<file path="src/rtl/core_seq.sv">
// Tile instruction sequencer for core: weight load, activation execute,
// and OFIFO drain into psumMem over the 34-bit inst bus.
module core_seq #(
  parameter int row     = 8,
  parameter int col     = 8,
  parameter int addr_bw = 11,
  parameter int tmo     = 1023
) (
  input  logic               clk,
  input  logic               reset,
  input  logic               start,
  input  logic [addr_bw-1:0] cfg_w_base,
  input  logic [addr_bw-1:0] cfg_x_base,
  input  logic [addr_bw-1:0] cfg_p_base,
  input  logic [addr_bw-1:0] cfg_len,
  input  logic               cfg_acc,
  input  logic               valid,
  output logic [33:0]        inst,
  output logic               busy,
  output logic               done,
  output logic               err
);

  localparam int CW = addr_bw + 1;
  localparam int TW = $clog2(tmo + 1);
  localparam logic [CW-1:0] C_COL = CW'(col);
  localparam logic [CW-1:0] C_RC  = CW'(row + col);
  localparam logic [TW-1:0] C_TMO = TW'(tmo);
  localparam logic [33:0]   IDLE_W = 34'h1_800C_0000;

  typedef enum logic [2:0] {
    S_IDLE, S_WRD, S_WLD, S_WDRN,
    S_XRD, S_XEX, S_PSUM, S_DONE
  } state_t;

  state_t             r_state, w_state;
  logic [CW-1:0]      r_i, w_i;
  logic [CW-1:0]      r_k, w_k;
  logic [CW-1:0]      r_rd, w_rd_cnt;
  logic               r_pend, w_pend;
  logic [TW-1:0]      r_idle, w_idle;
  logic [addr_bw-1:0] r_wb, r_xb, r_pb, r_len;
  logic               r_acc;
  logic               w_err, w_rd, w_wr;
  logic [CW-1:0]      w_len;
  logic [addr_bw-1:0] w_wb;
  logic [33:0]        w_inst;

  assign w_len = {1'b0, r_len};
  assign w_wb  = (r_state == S_IDLE) ? cfg_w_base : r_wb;

  always_comb begin
    w_state  = r_state;
    w_i      = r_i;
    w_k      = r_k;
    w_rd_cnt = r_rd;
    w_pend   = 1'b0;
    w_idle   = r_idle;
    w_err    = err;
    w_rd     = 1'b0;
    w_wr     = 1'b0;
    unique case (r_state)
      S_IDLE: if (start) begin
        w_err   = 1'b0;
        w_i     = '0;
        w_state = (cfg_len == '0) ? S_DONE : S_WRD;
      end
      S_WRD: if (r_i == C_COL) begin
        w_state = S_WLD;
        w_i     = '0;
      end else w_i = r_i + CW'(1);
      S_WLD: if (r_i == C_COL - CW'(1)) begin
        w_state = S_WDRN;
        w_i     = '0;
      end else w_i = r_i + CW'(1);
      S_WDRN: if (r_i == C_RC - CW'(1)) begin
        w_state = S_XRD;
        w_i     = '0;
      end else w_i = r_i + CW'(1);
      S_XRD: if (r_i == w_len) begin
        w_state = S_XEX;
        w_i     = '0;
      end else w_i = r_i + CW'(1);
      S_XEX: if (r_i == w_len - CW'(1)) begin
        w_state  = S_PSUM;
        w_i      = '0;
        w_k      = '0;
        w_rd_cnt = '0;
        w_idle   = '0;
      end else w_i = r_i + CW'(1);
      S_PSUM: if (r_k == w_len) begin
        w_state = S_DONE;
      end else begin
        // r_pend marks an ofifo_rd issued last cycle; its write goes now
        w_rd     = valid && (r_rd < w_len);
        w_wr     = r_pend;
        w_pend   = w_rd;
        w_rd_cnt = r_rd + {{(CW-1){1'b0}}, w_rd};
        w_k      = r_k + {{(CW-1){1'b0}}, w_wr};
        if (valid) begin
          w_idle = '0;
        end else if (r_idle == C_TMO - TW'(1)) begin
          w_err   = 1'b1;
          w_state = S_DONE;
        end else begin
          w_idle = r_idle + TW'(1);
        end
      end
      S_DONE:  w_state = S_IDLE;
      default: w_state = S_IDLE;
    endcase
  end

  // Decode the word for the cycle being entered
  always_comb begin
    w_inst = IDLE_W;
    unique case (w_state)
      S_WRD: begin
        if (w_i < C_COL) begin
          w_inst[19]   = 1'b0;
          w_inst[17:7] = w_wb + w_i[addr_bw-1:0];
        end
        w_inst[2] = (w_i != '0);
      end
      S_WLD: begin
        w_inst[3] = 1'b1;
        w_inst[0] = 1'b1;
      end
      S_XRD: begin
        if (w_i < w_len) begin
          w_inst[19]   = 1'b0;
          w_inst[17:7] = r_xb + w_i[addr_bw-1:0];
        end
        w_inst[2] = (w_i != '0);
      end
      S_XEX: begin
        w_inst[3] = 1'b1;
        w_inst[1] = 1'b1;
      end
      S_PSUM: begin
        w_inst[33] = r_acc;
        w_inst[6]  = w_rd;
        if (w_wr) begin
          w_inst[32]    = 1'b0;
          w_inst[31]    = 1'b0;
          w_inst[30:20] = r_pb + r_k[addr_bw-1:0];
        end
      end
      default: w_inst = IDLE_W;
    endcase
  end

  always_ff @(posedge clk) begin
    if (reset) begin
      r_state <= S_IDLE;
      r_i     <= '0;
      r_k     <= '0;
      r_rd    <= '0;
      r_pend  <= 1'b0;
      r_idle  <= '0;
      r_wb    <= '0;
      r_xb    <= '0;
      r_pb    <= '0;
      r_len   <= '0;
      r_acc   <= 1'b0;
      inst    <= IDLE_W;
      busy    <= 1'b0;
      done    <= 1'b0;
      err     <= 1'b0;
    end else begin
      r_state <= w_state;
      r_i     <= w_i;
      r_k     <= w_k;
      r_rd    <= w_rd_cnt;
      r_pend  <= w_pend;
      r_idle  <= w_idle;
      if (r_state == S_IDLE && start) begin
        r_wb  <= cfg_w_base;
        r_xb  <= cfg_x_base;
        r_pb  <= cfg_p_base;
        r_len <= cfg_len;
        r_acc <= cfg_acc;
      end
      inst <= w_inst;
      busy <= (w_state != S_IDLE);
      done <= (w_state == S_DONE);
      err  <= w_err;
    end
  end

endmodule
</file>
<file path="config.mk">
export PLATFORM = sky130hd
export DESIGN_NAME = core_seq
export DESIGN_NICKNAME = d
export VERILOG_FILES = /design/src/rtl/core_seq.sv
export SDC_FILE = /design/constraint.sdc
export NUM_CORES = 1
export LEC_CHECK = 0
export ABC_AREA = 1
export BUFFER_PORTS_ARGS = -buffer_cell sky130_fd_sc_hd__buf_4
export CAP_MARGIN = 20
export CORE_MARGIN = 5
export CORE_UTILIZATION = 52
export CTS_BUF_LIST = sky130_fd_sc_hd__clkbuf_8
export CTS_CLUSTER_DIAMETER = 120
export DETAILED_ROUTE_END_ITERATION = 7
export GPL_ROUTABILITY_DRIVEN = 0
export PLACE_DENSITY_LB_ADDON = 0.08
export RECOVER_POWER = 50
export SYNTH_ARGS = -nofsm -noshare
export SYNTH_HDL_FRONTEND = slang
export SYNTH_SLANG_ARGS = --single-unit
</file>
<file path="constraint.sdc">
create_clock -name clk -period 3.9 [get_ports clk]
set_input_delay 0 -clock clk [delete_from_list [all_inputs] [get_ports clk]]
set_output_delay 0 -clock clk [all_outputs]
set_load 0.01 [all_outputs]
</file>
==> impl_metrics.env, run 1 <==
export IMPL_status="complete, no violations"
export IMPL_die_x_um=134
export IMPL_die_area_um2=18000
export IMPL_mostFrequentLayoutCell="nand2_1"
export IMPL_yosys_area_share_simple_pct=29.2
export IMPL_first_global_vias=7689
export IMPL_p_leak_nw=4.33
export IMPL_grt_max_degree=73
export IMPL_start_kind="flip-flop"
export IMPL_cp_required_ns=4.22
export IMPL_grt_usage_pct=26.5
export IMPL_worst_setup_path_type="flip-flop to flip-flop"
export IMPL_core_area_um2=15200
export IMPL_place_ws_ns=0.139
export IMPL_hold_class="input port to flip-flop"
export IMPL_io_pins=86
export IMPL_synth_top_cells_by_area="dfxtp_1 (32%), nand2_1 (10%), ha_1 (9.5%)"
export IMPL_timing_rr_start="r_len[1]$_SDFFE_PP0P_"
export IMPL_power_total_mw=5.72
export IMPL_post_route_cells_drive_above_1_share_pct=11.4
export IMPL_drt_wl_total_um=23700
export IMPL_synth_top_family_by_area="simple AND/OR/NAND/NOR gates"
export IMPL_worst_pin_slew_ns=1.02
export IMPL_cts_clk_slew_worst_paths_ns=0.08
export IMPL_clock_skew_ns=0.0102
export IMPL_clock_sinks=128
export IMPL_fmax_mhz=274
export IMPL_overflow=0
export IMPL_synth_area_mux_share_pct=0
export IMPL_hold_viol=0
export IMPL_via_count=8200
export IMPL_cts_made_buffers=17
export IMPL_drc=0
export IMPL_synth_edf_count=0
export IMPL_min_path_cells=4
export IMPL_r2r_slack_ns=0.26
export IMPL_vias_per_cell=5.42
export IMPL_synth_xor_area_share_pct=4.25
export IMPL_drv_cap=0
export IMPL_placement_io_buffers=82
export IMPL_worst_r2r_endpoint="inst[16]$_SDFF_PP0_"
export IMPL_ys_ff_latch=128
export IMPL_synth_area_um2=8040
export IMPL_area_growth_pct=22.7
export IMPL_diodes=0
export IMPL_fin_tns_setup_ns=0
export IMPL_period_needed_ns=3.64
export IMPL_synth_top_area_cell="dfxtp_1"
export IMPL_power_per_cell_area_nw_per_um2=580
export IMPL_htreeDepth=4
export IMPL_dp_hpwl_um=17400
export IMPL_relSlewSlack_pct=32.0
export IMPL_yosysWarnings=0
export IMPL_dpl_cell_area_um2=8880
export IMPL_synth_adder_area_share_pct=10.2
export IMPL_finalNetCount=1426
export IMPL_grt_pass1_wl_um=38600
export IMPL_routedWlPerCell_um=15.6
export IMPL_rows=45
export IMPL_cts_tree="done"
export IMPL_postRouteAntennaNets=0
export IMPL_synth_area_per_cell_um2=6.96
export IMPL_root_buffer="clkbuf_8"
export IMPL_hp_start="reset"
export IMPL_insertion_delay_ns=0.46
export IMPL_netlist_area_leader_share_pct=31.9
export IMPL_synth_ff_type="dfxtp_1"
export IMPL_ir_worst_vdd_mv=0.360
export IMPL_initial_core_util_pct=52.9
export IMPL_cp_max_fo=11
export IMPL_firstDrtPassIters=6
export IMPL_fin_ws_ns=0.256
export IMPL_fin_crit_sh_pct=93.4
export IMPL_synth_cell_types=54
export IMPL_finalSetupViolations=0
export IMPL_clockBufferDepth=2
export IMPL_dieHeight_um=134
export IMPL_final_area_um2=9870
export IMPL_postSynthCellCount=1155
export IMPL_ys_seq_area_share_pct=31.9
export IMPL_drv_slew=0
export IMPL_post_route_util_pct=64.9
export IMPL_r2r_cells=25
export IMPL_end_kind="flip-flop"
export IMPL_whs_endpoint="r_len[3]$_SDFFE_PP0P_"
export IMPL_synth_compound_area_share_pct=15.1
export IMPL_synth_async_reset_ratio_pct=0
export IMPL_drtIter0Drc=669
export IMPL_layout_common_cells="nand2_1 (220), inv_1 (146), dfxtp_1 (127)"
export IMPL_cp_arrival_ns=3.96
export IMPL_antenna_found_initial=0
-- routing by layer --
metal	track usage (%)	share of wire, %
met1	36.0	45
met2	42.7	46
met3	5.36	6.8
met4	8.20	2.2
met5	0	0
-- critical path, stage by stage, from the launching register on --
cell,delay (ns)
dfxtp_1,0.41
inv_1,0.08
ha_1,0.29
nand2_1,0.07
inv_1,0.03
nor2_1,0.08
nand2_1,0.05
nor2_1,0.12
nand3_2,0.11
nor2_4,0.12
nand3_4,0.08
nand2_4,0.09
nand3_4,0.14
a22oi_2,0.22
inv_2,0.11
ha_1,0.30
a21oi_1,0.18
o21bai_1,0.15
nand2_1,0.09
o211ai_1,0.11
a21o_1,0.18
a21oi_1,0.14
xor2_1,0.16
inv_1,0.05
nand3_1,0.07
a21oi_1,0.06
-- power breakdown --
group          internal [mW]  leakage (nW)  total [mW]  switching (mW)
clock network          0.545         0.195        1.09           0.550
logic                   1.03          3.09        2.91            1.88
registers               1.53          1.04        1.72           0.183
-- worst max-delay path by stage --
stage	startpoint	to	slack [ns]	cells after the start
floorplan	r_len[1]$_SDFFE_PP0P_	inst[15]$_SDFF_PP0_	0.37	27
global placement	r_len[0]$_SDFFE_PP0P_	inst[17]$_SDFF_PP0_	0.22	25
detailed placement	r_len[0]$_SDFFE_PP0P_	inst[16]$_SDFF_PP0_	0.14	25
CTS	r_len[0]$_SDFFE_PP0P_	inst[16]$_SDFF_PP0_	0.14	25
global route	r_len[0]$_SDFFE_PP0P_	inst[16]$_SDFF_PP0_	-0.01	25
finish	r_len[1]$_SDFFE_PP0P_	inst[16]$_SDFF_PP0_	0.26	25
-- area by class of cell --
| type | instances | area [µm²] |
|---|---|---|
| clock buffers | 20 | 275 |
| flip-flops and latches | 128 | 2560 |
| fillers | 1401 | 5340 |
| multi-input cells | 840 | 4790 |
| well taps | 188 | 235 |
| inverters | 154 | 581 |
| repair buffers | 172 | 1330 |
| clock inverters | 11 | 92.6 |
-- Yosys cell counts (all sizes together) (5+ instances only) --
| cell type | instances |
|---|---|
| nand4 | 16 |
| nand2 | 226 |
| clkbuf | 24 |
| nor4 | 9 |
| nor2 | 128 |
| nand3 | 93 |
| buf | 10 |
| a211oi | 10 |
| inv | 153 |
| nor3 | 29 |
| o21ai | 64 |
| xnor2 | 12 |
| xor2 | 27 |
| o211ai | 5 |
| nor3b | 9 |
| a21oi | 113 |
| ha | 61 |
| dfxtp | 128 |
| a21o | 5 |
-- metrics by stage --
step                hold WS [ns]  cells
floorplan                  0.168   1156
global placement           0.288   1412
detailed placement         0.290   1412
CTS                        0.144   1511
global route               0.178   1513
finish                     0.169   1513
-- logic make-up after synthesis --
logic type,after synthesis
compound gates,218
other cells,2
simple gates,516
flops,128
fa+ha+maj,64
xor+xnor,39
buf+inv,188
-- registers in the layout, summed over array words and instances (netlist names), 3 cells and up --
register	cells
r_xb	11
r_rd	12
r_state	3
r_idle	10
r_wb	11
r_k	12
r_pb	11
inst	30
r_len	11
r_i	12
-- repair_timing --
action / 4_1_cts / 5_1_grt
hold endpoints to repair: 46 / 0
buffers inserted: 0 / 2
resized for setup: 0 / 24
setup endpoints to repair: 0 / 5
hold buffers: 68 / 0
Note: power is estimated with default switching activity, not from simulation.
==> run 2: changes to the inputs <==
--- a/config.mk
+++ b/config.mk
@@ -8,7 +8,6 @@
 export ABC_AREA = 1
 export BUFFER_PORTS_ARGS = -buffer_cell sky130_fd_sc_hd__buf_4
 export CAP_MARGIN = 20
-export CORE_MARGIN = 5
 export CORE_UTILIZATION = 52
 export CTS_BUF_LIST = sky130_fd_sc_hd__clkbuf_8
 export CTS_CLUSTER_DIAMETER = 120
==> run 2 against run 1 <==
Effect of this change:
- critical path depth shrank 2
- worst setup slack better by 0.00051 ns
- non-clock buffer count up 4
- core utilization grew 0.40 points
- clock power about the same
- cell count is 0.33% higher
- combinational power about the same
==> impl_metrics.env, run 2 (same netlist as run 1, synthesis figures left out) <==
export IMPL_rows=45
export IMPL_root_buffer="clkbuf_8"
export IMPL_drtIter0Drc=698
export IMPL_htreeDepth=4
export IMPL_layout_common_cells="nand2_1 (220), inv_1 (143), dfxtp_1 (127)"
export IMPL_path_buf_inv=0
export IMPL_overflow=0
export IMPL_cpPeakStageDelay_ns=0.49
export IMPL_via_count=8232
export IMPL_fin_crit_sh_pct=93.4
export IMPL_finalNetCount=1430
export IMPL_insertion_delay_ns=0.46
export IMPL_relSlewSlack_pct=31.7
export IMPL_status="complete, no violations"
export IMPL_routedWlPerCell_um=15.3
export IMPL_p_leak_nw=4.34
export IMPL_largest_register="inst"
export IMPL_cts_tree="done"
export IMPL_first_global_vias=7563
export IMPL_worst_setup_path_type="flip-flop to flip-flop"
export IMPL_power_per_cell_area_nw_per_um2=579
export IMPL_fin_tns_setup_ns=0
export IMPL_core_area_um2=15100
export IMPL_mostFrequentLayoutCell="nand2_1"
export IMPL_hp_start="valid"
export IMPL_period_needed_ns=3.64
export IMPL_cts_made_buffers=17
export IMPL_postRouteAntennaNets=0
export IMPL_firstDrtPassIters=6
export IMPL_largest_reg_flops=30
export IMPL_hold_viol=0
export IMPL_end_kind="flip-flop"
export IMPL_clockBufferDepth=2
export IMPL_die_area_um2=16000
export IMPL_whs_endpoint="r_pend$_SDFF_PP0_"
export IMPL_grt_max_degree=73
export IMPL_clock_sinks=128
export IMPL_critPathTopFamily="simple AND/OR/NAND/NOR gates"
export IMPL_cp_cell_sequence="ha_1 > nand2_1 > nor2_1 > nand2_1 > nand2_1 > nand2_1 > a21oi_4 > nand3_1 > nand2_1 > nand2_2 > ha_2 > fa_2 > nand3_1 > nand2_1 > nand3_1 > nand2_1 > nand2_1 > nand2_1 > a21oi_1 > xor2_1 > nor2_1 > nand3_1 > a21oi_1"
export IMPL_start_kind="flip-flop"
export IMPL_dieHeight_um=126
export IMPL_drv_cap=0
export IMPL_dp_hpwl_um=17000
export IMPL_clock_skew_ns=0.0160
export IMPL_fmax_mhz=274
export IMPL_cpMostUsedCell="nand2_1"
export IMPL_initial_core_util_pct=53.1
export IMPL_cp_max_fo=6
export IMPL_worst_pin_slew_ns=1.02
export IMPL_timing_rr_start="r_i[1]$_SDFF_PP0_"
export IMPL_cp_arrival_ns=3.97
export IMPL_antenna_found_initial=0
export IMPL_ir_worst_vdd_mv=0.290
export IMPL_slowest_stage="dfxtp_1"
export IMPL_area_growth_pct=23.0
export IMPL_rsz0062_at_grt="true"
export IMPL_fin_ws_ns=0.257
export IMPL_post_route_cells_drive_above_1_share_pct=12.0
export IMPL_hold_class="input port to flip-flop"
export IMPL_drt_wl_total_um=23200
export IMPL_cts_clk_slew_worst_paths_ns=0.09
export IMPL_place_ws_ns=0.0691
export IMPL_diodes=0
export IMPL_io_pins=86
export IMPL_drv_slew=0
export IMPL_die_x_um=126
export IMPL_placement_io_buffers=82
export IMPL_startpoint="r_i[1]$_SDFF_PP0_"
export IMPL_grt_pass1_wl_um=37900
export IMPL_cp_required_ns=4.22
export IMPL_r2r_cells=23
export IMPL_worst_r2r_endpoint="inst[15]$_SDFF_PP0_"
export IMPL_grt_usage_pct=30.1
export IMPL_finalSetupViolations=0
export IMPL_post_route_util_pct=65.3
export IMPL_r2r_slack_ns=0.26
export IMPL_vias_per_cell=5.42
export IMPL_min_path_cells=6
export IMPL_drc=0
run 2: how the worst max path moves through the flow:
stage,end,slack [ns],cells after the start
4_1_cts,inst[17]$_SDFF_PP0_,0.003,26
6_report,inst[15]$_SDFF_PP0_,0.26,23
3_3_place_gp,inst[17]$_SDFF_PP0_,0.13,26
3_5_place_dp,inst[17]$_SDFF_PP0_,0.07,26
2_1_floorplan,inst[15]$_SDFF_PP0_,0.37,27
5_1_grt,inst[17]$_SDFF_PP0_,-0.02,27
run 2: power by group:
group / switching (mW) / internal, mW / leakage [nW]
combinational: 1.86 / 1.06 / 3.12
sequential: 0.184 / 1.53 / 1.04
clock: 0.619 / 0.476 / 0.181
run 2: cell type report:
type | count | area (µm²)
fillers | 1392 | 5260
multi-input cells | 840 | 4780
flip-flops and latches | 128 | 2560
repair buffers | 176 | 1360
inverters | 154 | 581
clock buffers | 18 | 248
well taps | 188 | 235
clock inverters | 14 | 120
run 2: stage by stage:
step | area [µm²] | cells | hold WS (ns) | power, mW
floorplan | 8040 | 1156 | 0.168 | 3.75
global placement | 8920 | 1417 | 0.284 | 4.48
detailed placement | 8920 | 1417 | 0.289 | 4.49
CTS | 9960 | 1516 | 0.0683 | 5.70
global route | 9890 | 1518 | 0.0981 | 6.19
finish | 9890 | 1518 | 0.0754 | 5.73
run 2: per-layer routing:
layer,global-route usage [%],part of all wire (%),vias to the layer above
met5,0,0,-
met4,11.4,2.7,0
met3,5.19,5.5,47
met2,47.8,45,263
met1,40.8,47,3774
li1,-,-,4148
run 2: worst min-delay path, cell delays in order:
cell,delay (ns)
buf_4,0.12
inv_1,0.07
a2111oi_0,0.06
buf_4,0.13
nand2_1,0.08
nor2_1,0.04
run 2: timing repair:
item / CTS / global route
buffers inserted: 0 / 2
endpoints found under the setup margin: 0 / 6
resized for setup: 0 / 18
endpoints found under the hold margin: 45 / 0
hold buffers: 67 / 0
